File: src/rtl/acc_datapath.sv
// Accumulator datapath for the course CPU: executes one instruction per
// fetch/decode/execute round driven by the one-hot strobes of the control FSM.
module acc_datapath #(
    parameter int DATA_W = 8,
    parameter int ADDR_W = 4
) (
    input  logic                clk,
    input  logic                reset,
    input  logic                fetch,
    input  logic                decode,
    input  logic                execute,
    output logic [ADDR_W-1:0]   imem_addr,
    input  logic [ADDR_W+3:0]   imem_data,
    output logic [ADDR_W-1:0]   pc,
    output logic [ADDR_W+3:0]   ir,
    output logic [DATA_W-1:0]   acc,
    output logic                zero,
    output logic                carry,
    output logic                halted,
    output logic                illegal
);

    localparam int IR_W  = ADDR_W + 4;
    localparam int DEPTH = 1 << ADDR_W;

    typedef enum logic [3:0] {
        OP_NOP  = 4'h0,
        OP_LDI  = 4'h1,
        OP_LDA  = 4'h2,
        OP_STA  = 4'h3,
        OP_ADD  = 4'h4,
        OP_SUB  = 4'h5,
        OP_AND  = 4'h6,
        OP_OR   = 4'h7,
        OP_JMP  = 4'h8,
        OP_JZ   = 4'h9,
        OP_JC   = 4'hA,
        OP_HALT = 4'hF
    } opcode_e;

    logic [ADDR_W-1:0] pc_q,      pc_d;
    logic [IR_W-1:0]   ir_q,      ir_d;
    logic [DATA_W-1:0] acc_q,     acc_d;
    logic [DATA_W-1:0] opnd_q,    opnd_d;
    logic              zero_q,    zero_d;
    logic              carry_q,   carry_d;
    logic              halted_q,  halted_d;
    logic              illegal_q, illegal_d;

    logic [DATA_W-1:0] dmem_q [DEPTH];
    logic              dmem_we;

    opcode_e           opcode;
    logic [ADDR_W-1:0] a_field;
    logic [2:0]        phase;
    logic [DATA_W:0]   sum;
    logic [DATA_W-1:0] diff;

    assign opcode  = opcode_e'(ir_q[IR_W-1:ADDR_W]);
    assign a_field = ir_q[ADDR_W-1:0];
    assign phase   = {fetch, decode, execute};
    assign sum     = {1'b0, acc_q} + {1'b0, opnd_q};
    assign diff    = acc_q - opnd_q;

    always_comb begin
        // NOTE: every _d gets its hold value first so no path can infer a latch.
        pc_d      = pc_q;
        ir_d      = ir_q;
        acc_d     = acc_q;
        opnd_d    = opnd_q;
        zero_d    = zero_q;
        carry_d   = carry_q;
        halted_d  = halted_q;
        illegal_d = illegal_q;
        dmem_we   = 1'b0;

        // Anything other than exactly one strobe is a no-op.
        if (!halted_q) begin
            unique case (phase)
                3'b100: begin
                    ir_d = imem_data;
                    pc_d = pc_q + ADDR_W'(1);
                end
                3'b010: begin
                    case (opcode)
                        OP_LDA, OP_ADD, OP_SUB, OP_AND, OP_OR:
                            opnd_d = dmem_q[a_field];
                        default:
                            opnd_d = DATA_W'(a_field);
                    endcase
                end
                3'b001: begin
                    case (opcode)
                        OP_NOP: ;
                        OP_LDI, OP_LDA: begin
                            acc_d  = opnd_q;
                            zero_d = (opnd_q == '0);
                        end
                        OP_STA: dmem_we = 1'b1;
                        OP_ADD: begin
                            acc_d   = sum[DATA_W-1:0];
                            carry_d = sum[DATA_W];
                            zero_d  = (sum[DATA_W-1:0] == '0);
                        end
                        OP_SUB: begin
                            acc_d   = diff;
                            carry_d = (acc_q < opnd_q);
                            zero_d  = (diff == '0);
                        end
                        OP_AND: begin
                            acc_d  = acc_q & opnd_q;
                            zero_d = ((acc_q & opnd_q) == '0);
                        end
                        OP_OR: begin
                            acc_d  = acc_q | opnd_q;
                            zero_d = ((acc_q | opnd_q) == '0);
                        end
                        OP_JMP: pc_d = a_field;
                        OP_JZ:  if (zero_q)  pc_d = a_field;
                        OP_JC:  if (carry_q) pc_d = a_field;
                        OP_HALT: halted_d = 1'b1;
                        default: illegal_d = 1'b1;
                    endcase
                end
                default: ;
            endcase
        end
    end

    always_ff @(posedge clk) begin
        // NOTE: state registers use non-blocking assignments so every flop
        // samples pre-edge values regardless of statement order.
        if (!reset) begin
            pc_q      <= '0;
            ir_q      <= '0;
            acc_q     <= '0;
            opnd_q    <= '0;
            zero_q    <= 1'b0;
            carry_q   <= 1'b0;
            halted_q  <= 1'b0;
            illegal_q <= 1'b0;
        end else begin
            pc_q      <= pc_d;
            ir_q      <= ir_d;
            acc_q     <= acc_d;
            opnd_q    <= opnd_d;
            zero_q    <= zero_d;
            carry_q   <= carry_d;
            halted_q  <= halted_d;
            illegal_q <= illegal_d;
        end
    end

    // NOTE: the data memory must clear on reset, so it is built from
    // resettable flops rather than a RAM macro.
    always_ff @(posedge clk) begin
        if (!reset) begin
            for (int i = 0; i < DEPTH; i++) begin
                dmem_q[i] <= '0;
            end
        end else if (dmem_we) begin
            dmem_q[a_field] <= acc_q;
        end
    end

    assign imem_addr = pc_q;
    assign pc        = pc_q;
    assign ir        = ir_q;
    assign acc       = acc_q;
    assign zero      = zero_q;
    assign carry     = carry_q;
    assign halted    = halted_q;
    assign illegal   = illegal_q;

endmodule

File: config.mk
export PLATFORM = sky130hd
export DESIGN_NAME = acc_datapath
export DESIGN_NICKNAME = d
export VERILOG_FILES = /design/src/rtl/acc_datapath.sv
export SDC_FILE = /design/constraint.sdc
export NUM_CORES = 1
export LEC_CHECK = 0
export CAP_MARGIN = 25
export CORE_ASPECT_RATIO = 1.25
export CORE_MARGIN = 2
export CORE_UTILIZATION = 35
export CTS_CLUSTER_SIZE = 28
export DETAILED_ROUTE_END_ITERATION = 16
export SLEW_MARGIN = 20
export SYNTH_ARGS = -nofsm -noshare
export SYNTH_HDL_FRONTEND = slang
export SYNTH_SLANG_ARGS = --single-unit
File: constraint.sdc
create_clock -name clk -period 3.4 [get_ports clk]
set_input_delay 0.68 -clock clk [delete_from_list [all_inputs] [get_ports clk]]
set_output_delay 0.68 -clock clk [all_outputs]
set_load 0.01 [all_outputs]
==> impl_metrics.csv <==
group,metric,value,unit
outcome,status,"completed",
synth,synth_edf_count,128,
route,ant_nets,0,
clock_network,insertion_delay,0.44,ns
clock_network,clockBufferDepth,2,
route,firstDrtPassIters,7,
cells_and_area,post-route-util,42.2,%
timing,rsz0062_at_grt,"false",
placed_design,place_congestion,0.912,
placed_design,hpwl,16100,µm
critical_path,crit_fanout,6,
critical_path,rrSetupSlack,0.56,ns
clock_network,numCtsBuffers,17,
synth,synthDistinctLibCells,63,
timing,drv_slew,0,
synth,yosysTopAreaCellShare,44.3,%
timing,hold_slack,0.478,ns
route,wirelength,23000,µm
hold_path,worst_hold_path_type,"flip-flop to flip-flop",
floorplan,io_pins,41,
clock_network,holdBufCountCts,0,
power_and_ir_drop,total_leakage_power,3.36,nW
synth,syn_avg_cell_area,12.1,µm²
grt,antenna_found_initial,0,
placed_design,dp_cells,1082,
critical_path,startpoint_type,"flip-flop",
clock_network,cts_resized,0,
grt,grt_pass1_vias,6138,
cells_and_area,area_growth,19.0,%
synth,synthCells,716,
timing,fin_crit_sh,83.5,%
timing,clock_skew,0.0205,ns
clock_network,postCtsSetupBuffers,0,
clock_network,clock-sinks,164,
grt,grt_start_max_net_pins,40,
synth,ys_ff_latch,164,
power_and_ir_drop,p_total,4.63,mW
cells_and_area,nets,812,
critical_path,worstPathRequired,3.76,ns
timing,fmax,352,MHz
cells_and_area,antenna_cells,0,
timing,worst_pin_slew,0.884,ns
floorplan,initial_core_util,35.5,%
floorplan,die_x,145,µm
grt,grt_pass1_wl,35900,µm
power_and_ir_drop,power.density,449,mW/mm²
clock_network,cts_tree,"done",
timing,relSlewSlack,41.0,%
timing,setup_viol,0,
placed_design,io_buffers,40,
route,via_count,6138,
critical_path,critical_path_buf_inv_count,1,
critical_path,end_kind,"flip-flop",
floorplan,die_y,180,µm
synth,yosysMostFrequentCell,"edfxtp_1",
critical_path,cp.arrival,3.19,ns
route,drc,0,
critical_path,path_cells,"clkinv_1, fa_1, or2_2, a2111oi_0, nand3_1, a2111o_1, a31oi_1",
synth,ys_seq_area_share,52.7,%
power_and_ir_drop,ir_drop,0.000276,V
clock_network,htreeDepth,4,
cells_and_area,stdcell_count,1114,
critical_path,cp_slowest_cell,"fa_1",
run,cap_violations,0,
clock_network,clk_pin_slew,0.07,ns
timing,timing_hold_violations_final,0,
synth,synth_commonest_cells,"128 x edfxtp_1, 80 x nor3_1, 43 x mux4_2",
route,drt-vias-per-instance,5.51,
cells_and_area,drive_gt1_share,24.2,%
floorplan,placementRows,64,
grt,overflow,0,
critical_path,cpPeakStageDelay,0.51,ns
synth,synth_nets,757,
synth,synthFlopType,"edfxtp_1",
clock_network,clock-root-buffer,"clkbuf_16",
synth,yosysTopAreaCell,"edfxtp_1",
timing,period_minus_slack,2.84,ns
critical_path,path_class,"flip-flop to flip-flop",
synth,synth_warnings,0,
route,drtIter0Drc,587,
synth,synthTopCellsByArea,"edfxtp_1 44%, mux4_2 11%, dfxtp_1 8.3%, nor3_1 4.6%, ha_1 3.8%",
grt,grt_use_total,18.3,%
synth,syn_area,0.00867,mm²
route,wl_per_cell,20.6,µm
floorplan,core_area,0.0244,mm²
synth,async_flop_share,0,%
critical_path,cp_top_family,"compound AO/OA/AOI/OAI gates",
floorplan,fp.dieArea,0.0260,mm²
cells_and_area,fillers,2278,
timing,tns,0,ns
[where the power goes]
group	switching [mW]	leakage, nW	internal, mW
registers	0.0375	1.61	2.21
clock network	0.841	0.300	1.18
logic	0.200	1.45	0.162
[stage by stage]
stage / setup slack, ns / area [µm²]
floorplan: 0.480 / 8670
global placement: 0.191 / 9700
detailed placement: 0.171 / 9700
CTS: 0.588 / 10300
global route: 0.441 / 10300
finish: 0.561 / 10300
[layout by cell type (no fill, tap or decap), types with 3 or more instances in the layout]
| cell | Yosys | routed |
|---|---|---|
| edfxtp_1 | 128 | 128 |
| nor3_1 | 80 | 80 |
| buf_4 | 5 | 65 |
| mux4_2 | 43 | 43 |
| nand2_1 | 40 | 40 |
| clkdlybuf4s50_1 | 0 | 40 |
| dfxtp_1 | 36 | 33 |
| nor2_1 | 32 | 32 |
| o21ai_0 | 31 | 31 |
| a21oi_1 | 26 | 26 |
| ha_1 | 26 | 26 |
| nor3_2 | 25 | 25 |
| nor4_1 | 25 | 25 |
| inv_1 | 24 | 24 |
| clkbuf_16 | 0 | 17 |
| o31ai_1 | 9 | 9 |
| clkinv_1 | 8 | 8 |
| xnor2_1 | 8 | 8 |
| mux2i_1 | 8 | 8 |
| nor4_2 | 8 | 8 |
| a211oi_1 | 7 | 7 |
| or2_2 | 6 | 6 |
| a22oi_1 | 6 | 6 |
| nand2b_1 | 6 | 5 |
| nand3_1 | 5 | 5 |
| o211ai_1 | 5 | 5 |
| a31oi_1 | 5 | 5 |
| nand4_1 | 4 | 4 |
| inv_6 | 0 | 4 |
| clkinv_4 | 0 | 4 |
| o21a_1 | 3 | 3 |
| nor2b_1 | 3 | 3 |
| dfxtp_2 | 0 | 3 |
| bufinv_16 | 0 | 3 |
[sequential cells by signal, summed over array words and instances (netlist names), named ones only]
register   count
opnd_q         8
acc            8
dmem_q       128
carry          1
ir             8
halted         1
illegal        1
zero           1
imem_addr      4
[cell type report]
type / count / area [µm²] / area share, %
well taps: 330 / 413 / 4.00
flip-flops and latches: 164 / 4570 / 44.3
clock buffers: 18 / 429 / 4.16
inverters: 32 / 120 / 1.16
clock inverters: 14 / 190 / 1.84
multi-input cells: 449 / 3670 / 35.6
repair buffers: 107 / 928 / 9.00
[final timing paths]
path                               from      end  cells after the start
worst min-delay path            illegal  illegal                      2
worst min register to register  illegal  illegal                      2
worst max register to register   acc[1]     zero                      7
worst max-delay path             acc[1]     zero                      7
[cells by family (layout without fill, tap and decap cells)]
logic type,count (synthesis),after routing,synth area share [%]
and+or+nand+nor,248,248,16.6
DFF,164,164,52.7
AOI/OAI and AO/OA,113,113,8.44
buffers and inverters,103,171,5.05
muxes,51,51,12.1
adders and majority gates,28,28,4.21
xor gates and xnor gates,9,9,0.909
[worst min-delay path, cell delays in order (launching register included)]
cell and delay [ns]:
dfxtp_1 0.33, a31oi_1 0.04, nor2_1 0.07
[metal layers]
layer	share of wire, %	global-route usage [%]	vias up
li1	-	-	2844
met1	41	23.1	3098
met2	52	30.9	159
met3	4.1	3.30	37
met4	2.9	7.26	0
met5	0	0	-
Note: power is estimated with default switching activity, not from simulation.
